## config.mk

```make
export PLATFORM = sky130hd
export DESIGN_NAME = drive_sequencer
export DESIGN_NICKNAME = d
export VERILOG_FILES = /design/src/rtl/drive_pkg.sv /design/src/rtl/drive_sequencer_debounce.sv /design/src/rtl/drive_sequencer.sv
export SDC_FILE = /design/constraint.sdc
export NUM_CORES = 1
export LEC_CHECK = 0
export ABC_CLOCK_PERIOD_IN_PS = 5800
export CORE_MARGIN = 2
export CORE_UTILIZATION = 41
export CTS_CLUSTER_SIZE = 14
export DETAILED_ROUTE_END_ITERATION = 10
export HOLD_SLACK_MARGIN = 0.08
export PLACE_DENSITY = 0.62
export SKIP_CTS_REPAIR_TIMING = 1
export SLEW_MARGIN = 25
export SYNTH_ARGS = -nofsm -noshare
export SYNTH_HDL_FRONTEND = slang
export SYNTH_HIERARCHICAL = 1
export SYNTH_SLANG_ARGS = --single-unit
```

## constraint.sdc

```tcl
create_clock -name clock -period 5.8 [get_ports clock]
set_input_delay 1.16 -clock clock [delete_from_list [all_inputs] [get_ports clock]]
set_output_delay 1.16 -clock clock [all_outputs]
set_load 0.005 [all_outputs]
```

## src/rtl/drive_pkg.sv

```systemverilog
// Shared definitions for the drive maneuver sequencer: state codes, speed and
// H-bridge direction encodings, and the next-state output decoder.
package drive_pkg;

  typedef enum logic [2:0] {
    ST_STOP     = 3'd0,
    ST_FORWARD  = 3'd1,
    ST_BRAKE    = 3'd2,
    ST_REVERSE  = 3'd3,
    ST_COAST    = 3'd4,
    ST_PIVOT    = 3'd5,
    ST_JUNCTION = 3'd6
  } state_e;

  localparam logic [1:0] SPD_OFF  = 2'b00;
  localparam logic [1:0] SPD_VEER = 2'b01;
  localparam logic [1:0] SPD_FULL = 2'b10;

  // Motor A patterns are {In1,In2}, motor B patterns are {In3,In4}.
  localparam logic [1:0] DIR_OFF   = 2'b00;
  localparam logic [1:0] DIR_A_FWD = 2'b01;
  localparam logic [1:0] DIR_A_REV = 2'b10;
  localparam logic [1:0] DIR_B_FWD = 2'b10;
  localparam logic [1:0] DIR_B_REV = 2'b01;

  typedef struct packed {
    logic [1:0] dir_a;
    logic [1:0] dir_b;
    logic [1:0] spd_a;
    logic [1:0] spd_b;
    logic       busy;
  } drive_out_t;

  function automatic drive_out_t decode_outputs(input state_e s,
                                                input logic   veer_l,
                                                input logic   veer_r);
    drive_out_t o;
    o.dir_a = DIR_OFF;
    o.dir_b = DIR_OFF;
    o.spd_a = SPD_OFF;
    o.spd_b = SPD_OFF;
    o.busy  = 1'b0;
    case (s)
      ST_FORWARD: begin
        o.dir_a = DIR_A_FWD;
        o.dir_b = DIR_B_FWD;
        // Both veer inputs together are treated as no correction.
        o.spd_a = (veer_l && !veer_r) ? SPD_VEER : SPD_FULL;
        o.spd_b = (veer_r && !veer_l) ? SPD_VEER : SPD_FULL;
      end
      ST_REVERSE: begin
        o.dir_a = DIR_A_REV;
        o.dir_b = DIR_B_REV;
        o.spd_a = SPD_FULL;
        o.spd_b = SPD_FULL;
        o.busy  = 1'b1;
      end
      ST_PIVOT: begin
        o.dir_a = DIR_A_FWD;
        o.dir_b = DIR_B_REV;
        o.spd_a = SPD_VEER;
        o.spd_b = SPD_VEER;
        o.busy  = 1'b1;
      end
      ST_JUNCTION: begin
        o.dir_a = DIR_A_FWD;
        o.dir_b = DIR_B_FWD;
        o.spd_a = SPD_FULL;
        o.spd_b = SPD_FULL;
        o.busy  = 1'b1;
      end
      ST_BRAKE, ST_COAST: o.busy = 1'b1;
      default: ;
    endcase
    return o;
  endfunction

endpackage

```

## src/rtl/drive_sequencer_debounce.sv

```systemverilog
// Level debouncer: out is high once in has been high for CYCLES consecutive
// clock cycles; a single low cycle clears the saturating count.
module debounce #(
  parameter int CYCLES = 50_000
) (
  input  logic clock,
  input  logic resetN,
  input  logic in,
  output logic out
);

  localparam int CW = $clog2(CYCLES + 1);
  localparam logic [CW-1:0] CNT_MAX = CW'(CYCLES);

  logic [CW-1:0] cnt_q, cnt_d;

  always_comb begin
    cnt_d = '0;
    if (in) begin
      cnt_d = (cnt_q == CNT_MAX) ? cnt_q : cnt_q + 1'b1;
    end
  end

  always_ff @(posedge clock or negedge resetN) begin
    if (!resetN) begin
      cnt_q <= '0;
    end else begin
      cnt_q <= cnt_d;
    end
  end

  assign out = (cnt_q == CNT_MAX);

endmodule

```

## src/rtl/drive_sequencer.sv

```systemverilog
// Two-motor maneuver controller: line following, junction crossing and the
// brake/reverse/coast/pivot collision recovery, timed by one dwell counter.
module drive_sequencer
  import drive_pkg::*;
#(
  parameter int TIMER_W         = 26,
  parameter int DEBOUNCE_CYCLES = 50_000,
  parameter int BRAKE_CYCLES    = 5_000_000,
  parameter int REVERSE_CYCLES  = 25_000_000,
  parameter int COAST_CYCLES    = 2_500_000,
  parameter int PIVOT_CYCLES    = 20_000_000,
  parameter int JUNCTION_CYCLES = 10_000_000
) (
  input  logic       clock,
  input  logic       resetN,
  input  logic       run,
  input  logic       collision,
  input  logic       junction,
  input  logic       veerLeft,
  input  logic       veerRight,
  output logic       hbIn1,
  output logic       hbIn2,
  output logic       hbIn3,
  output logic       hbIn4,
  output logic [1:0] speedSelA,
  output logic [1:0] speedSelB,
  output logic [2:0] state,
  output logic       busy,
  output logic [7:0] junctionCount
);

  localparam logic [TIMER_W-1:0] BRAKE_LD    = TIMER_W'(BRAKE_CYCLES - 1);
  localparam logic [TIMER_W-1:0] REVERSE_LD  = TIMER_W'(REVERSE_CYCLES - 1);
  localparam logic [TIMER_W-1:0] COAST_LD    = TIMER_W'(COAST_CYCLES - 1);
  localparam logic [TIMER_W-1:0] PIVOT_LD    = TIMER_W'(PIVOT_CYCLES - 1);
  localparam logic [TIMER_W-1:0] JUNCTION_LD = TIMER_W'(JUNCTION_CYCLES - 1);

  logic               coll_db;
  logic               expired;
  state_e             state_q, state_d;
  logic [TIMER_W-1:0] timer_q, timer_d;
  logic [7:0]         jcnt_q, jcnt_d;
  drive_out_t         out_q, out_d;

  debounce #(
    .CYCLES(DEBOUNCE_CYCLES)
  ) u_coll_debounce (
    .clock (clock),
    .resetN(resetN),
    .in    (collision),
    .out   (coll_db)
  );

  assign expired = (timer_q == '0);

  always_comb begin
    state_d = state_q;
    jcnt_d  = jcnt_q;
    if (!run) begin
      state_d = ST_STOP;
    end else begin
      case (state_q)
        ST_STOP:    state_d = ST_FORWARD;
        ST_FORWARD: begin
          if (coll_db) begin
            state_d = ST_BRAKE;
          end else if (junction) begin
            state_d = ST_JUNCTION;
            jcnt_d  = jcnt_q + 8'd1;
          end
        end
        ST_BRAKE:   if (expired) state_d = ST_REVERSE;
        ST_REVERSE: if (expired) state_d = ST_COAST;
        ST_COAST:   if (expired) state_d = ST_PIVOT;
        // A bumper still pressed after the pivot restarts the recovery.
        ST_PIVOT:   if (expired) state_d = coll_db ? ST_BRAKE : ST_FORWARD;
        ST_JUNCTION: begin
          if (coll_db) begin
            state_d = ST_BRAKE;
          end else if (expired) begin
            state_d = ST_FORWARD;
          end
        end
        default:    state_d = ST_STOP;
      endcase
    end
  end

  // Load N-1 on every state change so a timed state lasts exactly N cycles;
  // untimed states (and aborts to STOP) leave the timer at zero.
  always_comb begin
    timer_d = '0;
    if (state_d != state_q) begin
      case (state_d)
        ST_BRAKE:    timer_d = BRAKE_LD;
        ST_REVERSE:  timer_d = REVERSE_LD;
        ST_COAST:    timer_d = COAST_LD;
        ST_PIVOT:    timer_d = PIVOT_LD;
        ST_JUNCTION: timer_d = JUNCTION_LD;
        default:     timer_d = '0;
      endcase
    end else if (!expired) begin
      timer_d = timer_q - 1'b1;
    end
  end

  assign out_d = decode_outputs(state_d, veerLeft, veerRight);

  always_ff @(posedge clock or negedge resetN) begin
    if (!resetN) begin
      state_q <= ST_STOP;
      timer_q <= '0;
      jcnt_q  <= '0;
      out_q   <= '0;
    end else begin
      state_q <= state_d;
      timer_q <= timer_d;
      jcnt_q  <= jcnt_d;
      out_q   <= out_d;
    end
  end

  assign {hbIn1, hbIn2} = out_q.dir_a;
  assign {hbIn3, hbIn4} = out_q.dir_b;
  assign speedSelA      = out_q.spd_a;
  assign speedSelB      = out_q.spd_b;
  assign busy           = out_q.busy;
  assign state          = state_q;
  assign junctionCount  = jcnt_q;

endmodule

```

Word level (Yosys, flattened, before mapping)
Cells that the tools add are included.

Logic and storage cells: 56. Output and inout port bits: 20. Bits of input ports: 7. Register bits after elaboration: 62.

Eq/ne operators: 15. Reductions and logical operators: 8. Add/sub/neg operators: 3. Bitwise gates (word level): 1. Muxes and demuxes: 20.

Operators by type and width (number): case mux 25 bit (5 select lines) (1); two-way mux 26 bit (2); two-way mux 16 bit (2); case mux 8 bit (4 select lines) (1); two-way mux 3 bit (9); zero test 26 bit (1); subtractor 26 x 1 -> 26 bit, second input constant (1); case mux 3 bit (7 select lines) (1); == test 3 bit, second input constant (6); adder 16 x 1 -> 16 bit, second input constant (1); == test 16 bit, second input constant (1); == test 3 x 2 -> 1 bit, second input constant (4); adder 8 x 1 -> 8 bit, second input constant (1); == test 3 x 1 -> 1 bit, second input constant (2); two-way mux 2 bit (3); OR reduction 5 bit (1); AND reduction 4 bit (1); zero test 3 bit (1); != test 3 bit (1); logical AND 1 bit (2); zero test 1 bit (2); != test 2 bit, second input constant (1); two-way mux 1 bit (1); NOT 1 bit (1).

Logic depth before layout (Yosys ltp)
Gate-level depths: netlist (run 1).

Depth after elaboration: 8. Gate-level depth with buffers: 14. Gate-level depth less buffers: 12.

By module
Netlist (run 1), hierarchy kept.

Modules (own cells, without submodules): drive_sequencer (area each 2575.0 um^2, cells an instance 263, instances 1); debounce (area each 902.1 um^2, cells an instance 94, instances 1).

Worst setup path before layout (run 1)
Ideal clock, no wire load.

Path kind: in2reg. From: input port junction. To: register timer_q[20]. Path slack: 2.934 ns. Stages: 9. Setup time: 0.082 ns. Arrival: 2.783 ns. Data required time: 5.718 ns. Cell sequence: or2_2 -> a21oi_1 -> o31ai_1 -> o311ai_1 -> a21oi_1 -> nor4_2 -> nand2_1 -> buf_4 -> o22ai_1.

Cells in the longest elaborated chain, start to end: 7. Elaborated cells between the ends (all ways): 12. Those cells by class: eq/ne (6); mux (6).

Ends and longest elaborated chain: start, declared (RTL line drive_sequencer.sv:18) `input logic junction,`; two-way mux 3 bit (*) (RTL line drive_sequencer.sv:67) `end else if (junction) begin`; two-way mux 3 bit (*) (RTL line drive_sequencer.sv:65) `if (coll_db) begin`; case mux 3 bit (7 select lines) (*) (RTL line drive_sequencer.sv:62) `case (state_q)`; two-way mux 3 bit (*) (RTL line drive_sequencer.sv:59) `if (!run) begin`; == test 3 bit / == test 3 x 2 -> 1 bit (equally long branches) (RTL line drive_sequencer.sv:94) `case (state_d)`; case mux 25 bit (5 select lines) (RTL line drive_sequencer.sv:94); two-way mux 26 bit (*) (RTL line drive_sequencer.sv:93) `if (state_d != state_q) begin`; named net timer_d[20] (RTL line drive_sequencer.sv:41) `logic [TIMER_W-1:0] timer_q, timer_d;`; end signal, assigned (RTL line drive_sequencer.sv:117) `timer_q <= timer_d;`; end, declared (RTL line drive_sequencer.sv:41).

The timed path passes the listed nets; every way through them passes the cells marked *. A chain may end at the register's enable or synchronous reset.

Worst setup path after layout (run 1)
From: register u_coll_debounce.cnt_q[7]. To: register timer_q[15].

Cells in the longest elaborated chain, start to end: 8. Elaborated cells between the ends (all ways): 15. Those cells by class: eq/ne (7); mux (8).

Ends and longest elaborated chain: start, declared (RTL line drive_sequencer_debounce.sv:15) `logic [CW-1:0] cnt_q, cnt_d;`; start signal, assigned (RTL line drive_sequencer_debounce.sv:28) `cnt_q <= cnt_d;`; == test 16 bit (*) (RTL line drive_sequencer_debounce.sv:32) `assign out = (cnt_q == CNT_MAX);`; named net coll_db (RTL line drive_sequencer.sv:38) `logic coll_db;`; two-way mux 2 bit (RTL line drive_sequencer.sv:76) `ST_PIVOT: if (expired) state_d = coll_db ? ST_BRAKE : ST_FORWARD;`; two-way mux 3 bit (RTL line drive_sequencer.sv:76); case mux 3 bit (7 select lines) (*) (RTL line drive_sequencer.sv:62); two-way mux 3 bit (*) (RTL line drive_sequencer.sv:59); == test 3 bit / == test 3 x 2 -> 1 bit (equally long branches) (RTL line drive_sequencer.sv:94); case mux 25 bit (5 select lines) (RTL line drive_sequencer.sv:94); two-way mux 26 bit (*) (RTL line drive_sequencer.sv:93); named net timer_d[15] (RTL line drive_sequencer.sv:41).

Marked as above.

==> impl_metrics.toml, run 1 <==
[timing]
setup_viol = 0
worstMarginPinSlew_ps = 767.8
min_period_ps = 3537
rsz0062_at_grt = "false"
max_slew_margin_pct = 48.81
fin_skew_ps = 11.22
clock.fmax_mhz = 282.7
finalHoldViolCount = 0
maxSlewViolCount = 0
fin_crit_sh_pct = 60.99
timing.setup.tns_ps = 0

[logic_synthesis]
netlist_area_um2 = 3477
synth.avg_cell_area_um2 = 9.740
synth_top_family_by_area = "simple AND/OR/NAND/NOR gates"
syn_inst = 357
synthTopCellsByArea = "dfrtp_1, xnor2_1, nand2_1"
synth_common_cells = "dfrtp_1, nand2_1, nand3_1, nor2_1, xnor2_1"
yosysWarningCount = 6
yosysSeqAreaShare_pct = 44.62
netlist.area_leader.share_pct = 44.62
synth-xor-area-share_pct = 8.312
yosys.area.top_type = "dfrtp_1"
ys_ff_latch = 62
synth_fa_ha_area_share_pct = 1.799
synthArstFlopShare_pct = 100.0
synthesis.nets = 369
synth_flop_cell = "dfrtp_1"
synth-compound-area-share_pct = 13.60
yosys.area_share.simple_pct = 25.98
synthMuxAreaShare_pct = 2.015
synth.most_common_cell = "dfrtp_1"
synth-edff-count = 0
yosysUniqueCellTypes = 58

[worst_setup_path]
r2r_start = "u_coll_debounce/cnt_q[7]"
startpoint_type = "flop"
cpLargestDelayFamily = "simple AND/OR/NAND/NOR gates"
cp_cell_sequence = "or4_4 > nor4_4 > inv_1 > and3_1 > and3_1 > nor4_2 > buf_4 > nand2_1 > o21ai_0"
regToRegEndpoint = "timer_q[15]"
crit_fanout = 21
r2r_setup_slack_ps = 2260
setup.worst_path.class = "reg -> reg"
reg2reg_depth = 9
cp.required_ps = 6060
cp_slowest_cell = "or4_4"
max_stage_delay_ps = 540
cp_num_buf_inv = 2
arrival_ps = 3790
endpoint_kind = "flop"
cpMostUsedCell = "and3_1"

[layout]
fillers = 768
drive_gt1_share_pct = 11.54
seqCellArea_um2 = 1551
antenna_cells = 0
fin_util_pct = 48.85
multiInputGateArea_um2 = 1798
nets = 397
area.growth.synth_to_final_pct = 15.44

[drt]
vias_per_cell = 5.602
drt-pass1-iter-count = 6
drc = 0
drt_iter0_markers = 123
wire_per_inst_um = 15.44
drt-total-wl_um = 7644
vias = 2773
ant_nets = 0

[floorplanning]
fp-row-count = 33
dieArea_um2 = 9233
start_util_pct = 42.32
io_pins = 27
fp.dieH_um = 96.09
core_area_um2 = 8217
die_x_um = 96.09

[min_path]
worstHoldStart = "junctionCount[7]"
hold_end = "junctionCount[7]"
hold_class = "reg -> reg"
worstHoldPathCells = 1

[placement]
dp_hpwl_um = 5175
gp_congestion = 0.8421
numPortBuffers = 26

[power]
p_clk_share_pct = 26.7
peakVddDrop_mv = 0.2511
p_sw_uw = 581.2
p_leak_uw = 0.001627
power_frac_seq_pct = 39.5
combinationalPowerShare_pct = 33.7
total_power_uw = 1584
p_int_uw = 1002
p_per_area_nw_per_um2 = 394.5
sw_frac_of_total_pct = 36.70

[clocking]
cts.clk_slew.worst_paths_ps = 80
h-tree-depth = 3
cts_tree = "built"
clock_latency_ps = 350
cts_buffers = 9
cts_root_buf = "clkbuf_8"
clockBufferDepth = 2
cts_sinks = 62

[global_route]
gr-total-overflow = 0
grt_pass1_wl_um = 13310
grt_pass1_vias = 2688
antenna_found_initial = 0
grt_usage_pct = 18.90
grt_max_degree = 63

[job]
maxCapViolCount = 0

[status]
status = "finished, final reports clean"
power groups by stage:
stage	sequential [uW]	combinational, uW	clock, uW
after floorplan	609	404	0
after global placement	631	530	0
after detailed placement	632	532	0
after CTS	626	536	431
after global routing	643	605	453
final	626	534	423
stage by stage:
| stage | setup WS (ps) | instance area [um^2] | hold slack, ps | std cells |
|---|---|---|---|---|
| 2_1_floorplan | 2934 | 3477 | 468.2 | 357 |
| 3_3_place_gp | 2069 | 3800 | 461.1 | 479 |
| 3_5_place_dp | 2038 | 3800 | 466.1 | 479 |
| 4_1_cts | 2255 | 4014 | 474.9 | 495 |
| 5_1_grt | 1989 | 4014 | 509.5 | 495 |
| 6_report | 2263 | 4014 | 465.6 | 495 |
registers in the layout (all words and copies together) (netlist names), 2 cells and up:
signal,flops
speedSelA,2
junctionCount,8
u_coll_debounce/cnt_q,16
state,3
timer_q,26
speedSelB,2
how the worst max path moves through the flow:
stage | start | end | slack, ps | depth (start not counted)
2_1_floorplan | junction | timer_q[20] | 2930 | 9
3_3_place_gp | junction | timer_q[18] | 2070 | 10
3_5_place_dp | junction | timer_q[18] | 2040 | 10
4_1_cts | u_coll_debounce/cnt_q[7] | timer_q[15] | 2250 | 9
5_1_grt | u_coll_debounce/cnt_q[7] | timer_q[15] | 1990 | 9
6_report | u_coll_debounce/cnt_q[7] | timer_q[15] | 2260 | 9
kinds of logic after synthesis:
family	count (synthesis)
buffers and inverters	24
adders and majority gates	5
muxes	7
xor gates and xnor gates	33
DFF	62
AOI/OAI and AO/OA	70
and+or+nand+nor	156
per-layer routing:
layer | vias to the layer above | part of all wire [%] | track usage [%]
li1 | 1342 | - | -
met1 | 1365 | 47 | 24.90
met2 | 50 | 47 | 29.46
met3 | 16 | 3.5 | 4.464
met4 | 0 | 2.4 | 8.571
met5 | - | 0 | 0
layout by cell type (no fill, tap or decap), types with 2 or more instances in the layout:
cell,count
or3_1,6
o21ai_1,4
o211a_1,2
and3_1,4
xor2_1,12
o21ai_0,20
nor4_1,9
clkbuf_8,9
nand3_1,22
bufinv_16,2
nor2b_1,4
nor2_1,21
dfrtp_1,62
a21oi_1,14
nor3b_1,2
nand2b_1,7
buf_4,2
o211ai_1,4
nand2_1,36
clkinv_2,2
inv_2,2
nor3_1,10
o21ai_2,3
mux2i_1,7
and2_2,2
o32ai_1,2
inv_1,11
o22ai_1,4
o31ai_1,6
xnor2_1,21
ha_1,5
nor4_4,3
clkdlybuf4s50_1,25
or4_1,5
nand3_2,2
o211ai_2,2
nand4_1,10
cell type report:
class | count | share of cell area, %
Clock buffer | 10 | 3.180
Tap cell | 105 | 3.273
Clock inverter | 6 | 2.151
Inverter | 13 | 1.216
Sequential cell | 62 | 38.65
Multi-Input combinational cell | 271 | 44.79
Timing Repair Buffer | 28 | 6.733
Power figures use the tool's default switching activity.
==> run 2: changes to the inputs <==
- ABC_CLOCK_PERIOD_IN_PS: 5800 -> 3700
- clock period: 5.8 -> 3.7 ns (I/O delays scaled with it)
==> run 2 against run 1 <==
Worst hold slack improved by 3.7 ps. First-iteration DRC count up 17%. Clock power rose by 60%. Die area did not move. Cell count increased by 0.40%. Design area grew 0.56%. Combinational power is 59% higher. Critical path type unchanged. Critical endpoint is now timer_q[3].
==> impl_metrics.toml, run 2 (same netlist as run 1, synthesis figures left out) <==
[timing]
rsz0062_at_grt = "false"
maxSlewViolCount = 0
clock.fmax_mhz = 325.6
fin_skew_ps = 7.547
timing.setup.tns_ps = 0
min_period_ps = 3071
finalHoldViolCount = 0
worstMarginPinSlew_ps = 789.2
fin_hold_ws_ps = 469.3
setup_viol = 0
fin_crit_sh_pct = 83.01
max_slew_margin_pct = 47.38

[power]
p_sw_uw = 922.3
p_int_uw = 1584
sw_frac_of_total_pct = 36.80
peakVddDrop_mv = 0.3663
p_per_area_nw_per_um2 = 620.9
combinationalPowerShare_pct = 33.9
p_leak_uw = 0.001636
p_clk_share_pct = 27.0
power_frac_seq_pct = 39.1

[worst_setup_path]
cp_cell_sequence = "or4_4 > nor4_4 > buf_4 > inv_1 > and3_1 > and3_1 > nor4_2 > nand2_1 > o21ai_0"
arrival_ps = 3330
cp_num_buf_inv = 2
cpMostUsedCell = "and3_1"
endpoint_kind = "flop"
cp_slowest_cell = "or4_4"
cpLargestDelayFamily = "simple AND/OR/NAND/NOR gates"
startpoint_type = "flop"
setup.worst_path.class = "reg -> reg"
r2r_start = "u_coll_debounce/cnt_q[7]"
cp-startpoint = "u_coll_debounce/cnt_q[7]"
max_stage_delay_ps = 540
cp.required_ps = 3960
crit_fanout = 19

[placement]
place_inst = 481
dp_hpwl_um = 5239
gp_congestion = 0.9093
numPortBuffers = 26

[drt]
top_layer = "met4"
wl_met3_um = 354
wire_per_inst_um = 15.33
drt-total-wl_um = 7620
vias = 2774
drt-pass1-iter-count = 4
met2_length_um = 3586
drt_iter0_markers = 144
ant_nets = 0
vias_per_cell = 5.581
wl_met1_um = 3558
drc = 0

[global_route]
grt_max_degree = 63
grt_pass1_wl_um = 13320
antenna_found_initial = 0
grt_pass1_vias = 2754
gr-total-overflow = 0
grt_usage_pct = 18.78

[floorplanning]
start_util_pct = 42.32
fp-row-count = 33
core_area_um2 = 8217
die_x_um = 96.09
fp.dieH_um = 96.09
io_pins = 27
dieArea_um2 = 9233

[layout]
layout_common_cells = "dfrtp_1, nand2_1, clkdlybuf4s50_1"
fin_util_pct = 49.12
area.growth.synth_to_final_pct = 16.08
drive_gt1_share_pct = 12.24
largest-register = "timer_q"
fillers = 750
antenna_cells = 0
mostFrequentLayoutCell = "dfrtp_1"
stdcell_count = 497
nets = 399
largest_reg_flops = 26

[clocking]
cts.clk_slew.worst_paths_ps = 80
clockBufferDepth = 2
cts_tree = "built"
h-tree-depth = 3
clock_latency_ps = 350
cts_root_buf = "clkbuf_8"
cts_sinks = 62
cts_buffers = 9

[status]
status = "finished, final reports clean"

[min_path]
worstHoldStart = "junctionCount[7]"
hold_class = "reg -> reg"

[job]
maxCapViolCount = 0
[run 2: worst paths after layout]
| check | endpoint | slack, ps | cells past startpoint |
|---|---|---|---|
| hold / removal | junctionCount[7] | 470 | 1 |
| hold reg to reg | junctionCount[7] | 470 | 1 |
| setup reg to reg | timer_q[3] | 630 | 9 |
| max in group asynchronous | hbIn2 | 2630 | 2 |
| min in group asynchronous | u_coll_debounce/cnt_q[14] | 540 | 2 |
| setup / recovery | timer_q[3] | 630 | 9 |
[run 2: through the flow]
step | cell area (um^2) | worst slack (ps) | total power [uW]
3_3_place_gp | 3815 | 639.6 | 1824
4_1_cts | 4036 | 628.3 | 2530
3_5_place_dp | 3815 | 601.3 | 1837
5_1_grt | 4036 | 386.1 | 2682
6_report | 4036 | 628.6 | 2506
2_1_floorplan | 3477 | 867.7 | 1589
[run 2: cell type report]
class                   instances  area (um^2)  share of cell area (%)
clock buffers                   9        123.9                   3.069
clock inverters                 7        97.59                   2.418
inverters                      13        48.80                   1.209
multi-input cells             271         1798                   44.54
flip-flops and latches         62         1551                   38.44
well taps                     105        131.4                   3.255
repair buffers                 30        285.3                   7.068
[run 2: power groups by stage]
stage	clock network (uW)	registers, uW	logic [uW]
4_1_cts	694	980	856
6_report	677	980	850
5_1_grt	724	1000	956
3_5_place_dp	0	991	845
3_3_place_gp	0	988	836
2_1_floorplan	0	955	634
[run 2: metal layers]
metal | track usage (%) | vias to the layer above
met5 | 0 | -
met4 | 6.786 | 0
met3 | 4.464 | 9
met2 | 29.57 | 54
met1 | 25.21 | 1360
li1 | - | 1351
==> run 3: changes to the inputs <==
- ABC_CLOCK_PERIOD_IN_PS: 3700 -> 2650
- PLACE_DENSITY: 0.62 -> 0.65
- clock period: 3.7 -> 2.65 ns (I/O delays scaled with it)
==> run 3 against run 2 <==
The flow now finishes with violations (negative setup slack). Maximum frequency is 13% higher. Critical path depth increased by 3. Register-to-register slack got worse by 690 ps. Cell count is 7.4% higher. Utilization up 5.2 points. Combinational power rose by 75%. Worst setup slack worse by 690 ps. First-iteration DRC count fell by 6.9%. Routed wire length grew 7.2%. Global-route usage up 0.87 points. Sequential power increased by 41%. Critical path type unchanged. Critical endpoint is now timer_q[11].
==> impl_metrics.toml, run 3 (same netlist as run 1, synthesis figures left out) <==
[layout]
largest_reg_flops = 26
antenna_cells = 0
largest-register = "timer_q"
layout_common_cells = "dfrtp_1, buf_4, nand2_1"
design_area_um2 = 4464
drive_gt1_share_pct = 25.41
mostFrequentLayoutCell = "dfrtp_1"
stdcell_count = 534
nets = 438
area.growth.synth_to_final_pct = 28.39

[worst_setup_path]
cp.required_ps = 2870
setup.worst_path.class = "reg -> reg"
startpoint_type = "flop"
endpoint_kind = "flop"
crit_fanout = 8
arrival_ps = 2930

[timing]
maxSlewViolCount = 0
worst_slack_ps = -63.70
clock.fmax_mhz = 368.5
worstMarginPinSlew_ps = 672.7
finalHoldViolCount = 0
fin_hold_ws_ps = 212.5
fin_crit_sh_pct = 102.4
setup_viol = 15
timing.setup.tns_ps = -476.2
rsz0062_at_grt = "true"
max_slew_margin_pct = 55.15
min_period_ps = 2714
fin_skew_ps = 9.706

[power]
combinationalPowerShare_pct = 40.8
p_clk_share_pct = 21.4
p_sw_uw = 1361
total_power_uw = 3646
sw_frac_of_total_pct = 37.34
p_int_uw = 2284
peakVddDrop_mv = 0.5363
p_leak_uw = 0.001873
p_per_area_nw_per_um2 = 816.6
power_frac_seq_pct = 37.7

[drt]
drt-total-wl_um = 8169
wire_per_inst_um = 15.30
ant_nets = 0
drc = 0
drt-pass1-iter-count = 4
vias = 2898
vias_per_cell = 5.427
drt_iter0_markers = 134

[floorplanning]
start_util_pct = 42.32
fp-row-count = 33
io_pins = 27
dieArea_um2 = 9233
fp.dieH_um = 96.09
core_area_um2 = 8217
die_x_um = 96.09

[clocking]
h-tree-depth = 3
clockBufferDepth = 2
cts.clk_slew.worst_paths_ps = 70
clock_latency_ps = 340
cts_root_buf = "clkbuf_8"
cts_sinks = 62
cts_tree = "built"
cts_buffers = 9

[status]
violations = "negative setup slack"
status = "finished, violations left"

[placement]
gp_congestion = 0.8833
dp_hpwl_um = 5872
numPortBuffers = 26
place_inst = 515
place_area_um2 = 4119

[global_route]
grt_pass1_wl_um = 13710
antenna_found_initial = 0
grt_usage_pct = 19.65
grt_max_degree = 36
gr-total-overflow = 0
grt_pass1_vias = 2879

[job]
maxCapViolCount = 0

[min_path]
hold_class = "in -> async"
[run 3: cell count changes in the layout (fill, tap and decap cells not counted), sizes merged]
cell | before | now
buf | 5 | 44
bufinv | 2 | 1
clkinv | 2 | 3
clkinvlp | 2 | 1
inv | 14 | 13
[run 3: metal layers]
layer  part of all wire [%]  GRT usage [%]
met4                    1.7          7.024
met3                    4.9          5.951
met5                      0              0
met1                     46          25.55
met2                     48          31.02
[run 3: power by group through the flow]
stage / logic, uW / clock network [uW] / registers, uW
2_1_floorplan: 903 / 0 / 1330
3_3_place_gp: 1310 / 0 / 1370
3_5_place_dp: 1340 / 0 / 1380
4_1_cts: 1350 / 806 / 1370
5_1_grt: 1640 / 847 / 1410
6_report: 1490 / 781 / 1380
[run 3: final timing paths]
check,startpoint,cells past startpoint,end,slack (ps)
max in group asynchronous,resetN,2,timer_q[4],1810
min reg2reg,junctionCount[7],1,junctionCount[7],470
min in group clock,junctionCount[7],1,junctionCount[7],470
max reg2reg,u_coll_debounce/cnt_q[13],12,timer_q[11],-60
max,u_coll_debounce/cnt_q[13],12,timer_q[11],-60
min,resetN,1,u_coll_debounce/cnt_q[10],210
[run 3: worst max-delay path, cell delays in order (launching register included)]
cell and delay, ps:
dfrtp_1 390, or4_4 550, nor4_4 220, buf_4 190, or2_4 120, a21oi_2 50
o31ai_1 80, o311ai_1 150, buf_4 170, o2111a_2 180, and2_4 200, a221oi_2 230
a21oi_1 70
[run 3: cell type report]
class / count / area [um^2]
clock buffer: 9 / 123.9
clock inverter: 5 / 52.55
fill: 754 / 3752
inverter: 13 / 48.80
multi-input combinational: 271 / 1944
sequential: 62 / 1551
tap: 105 / 131.4
timing repair buffer: 69 / 611.8
[run 3: stage by stage]
stage / utilization [%] / worst slack (ps)
after floorplan: - / -44.77
after global placement: 50.13 / -162.1
after detailed placement: 50.13 / -155.2
after CTS: 52.28 / -186.6
after global routing: 54.33 / -137.4
final: 54.33 / -63.70
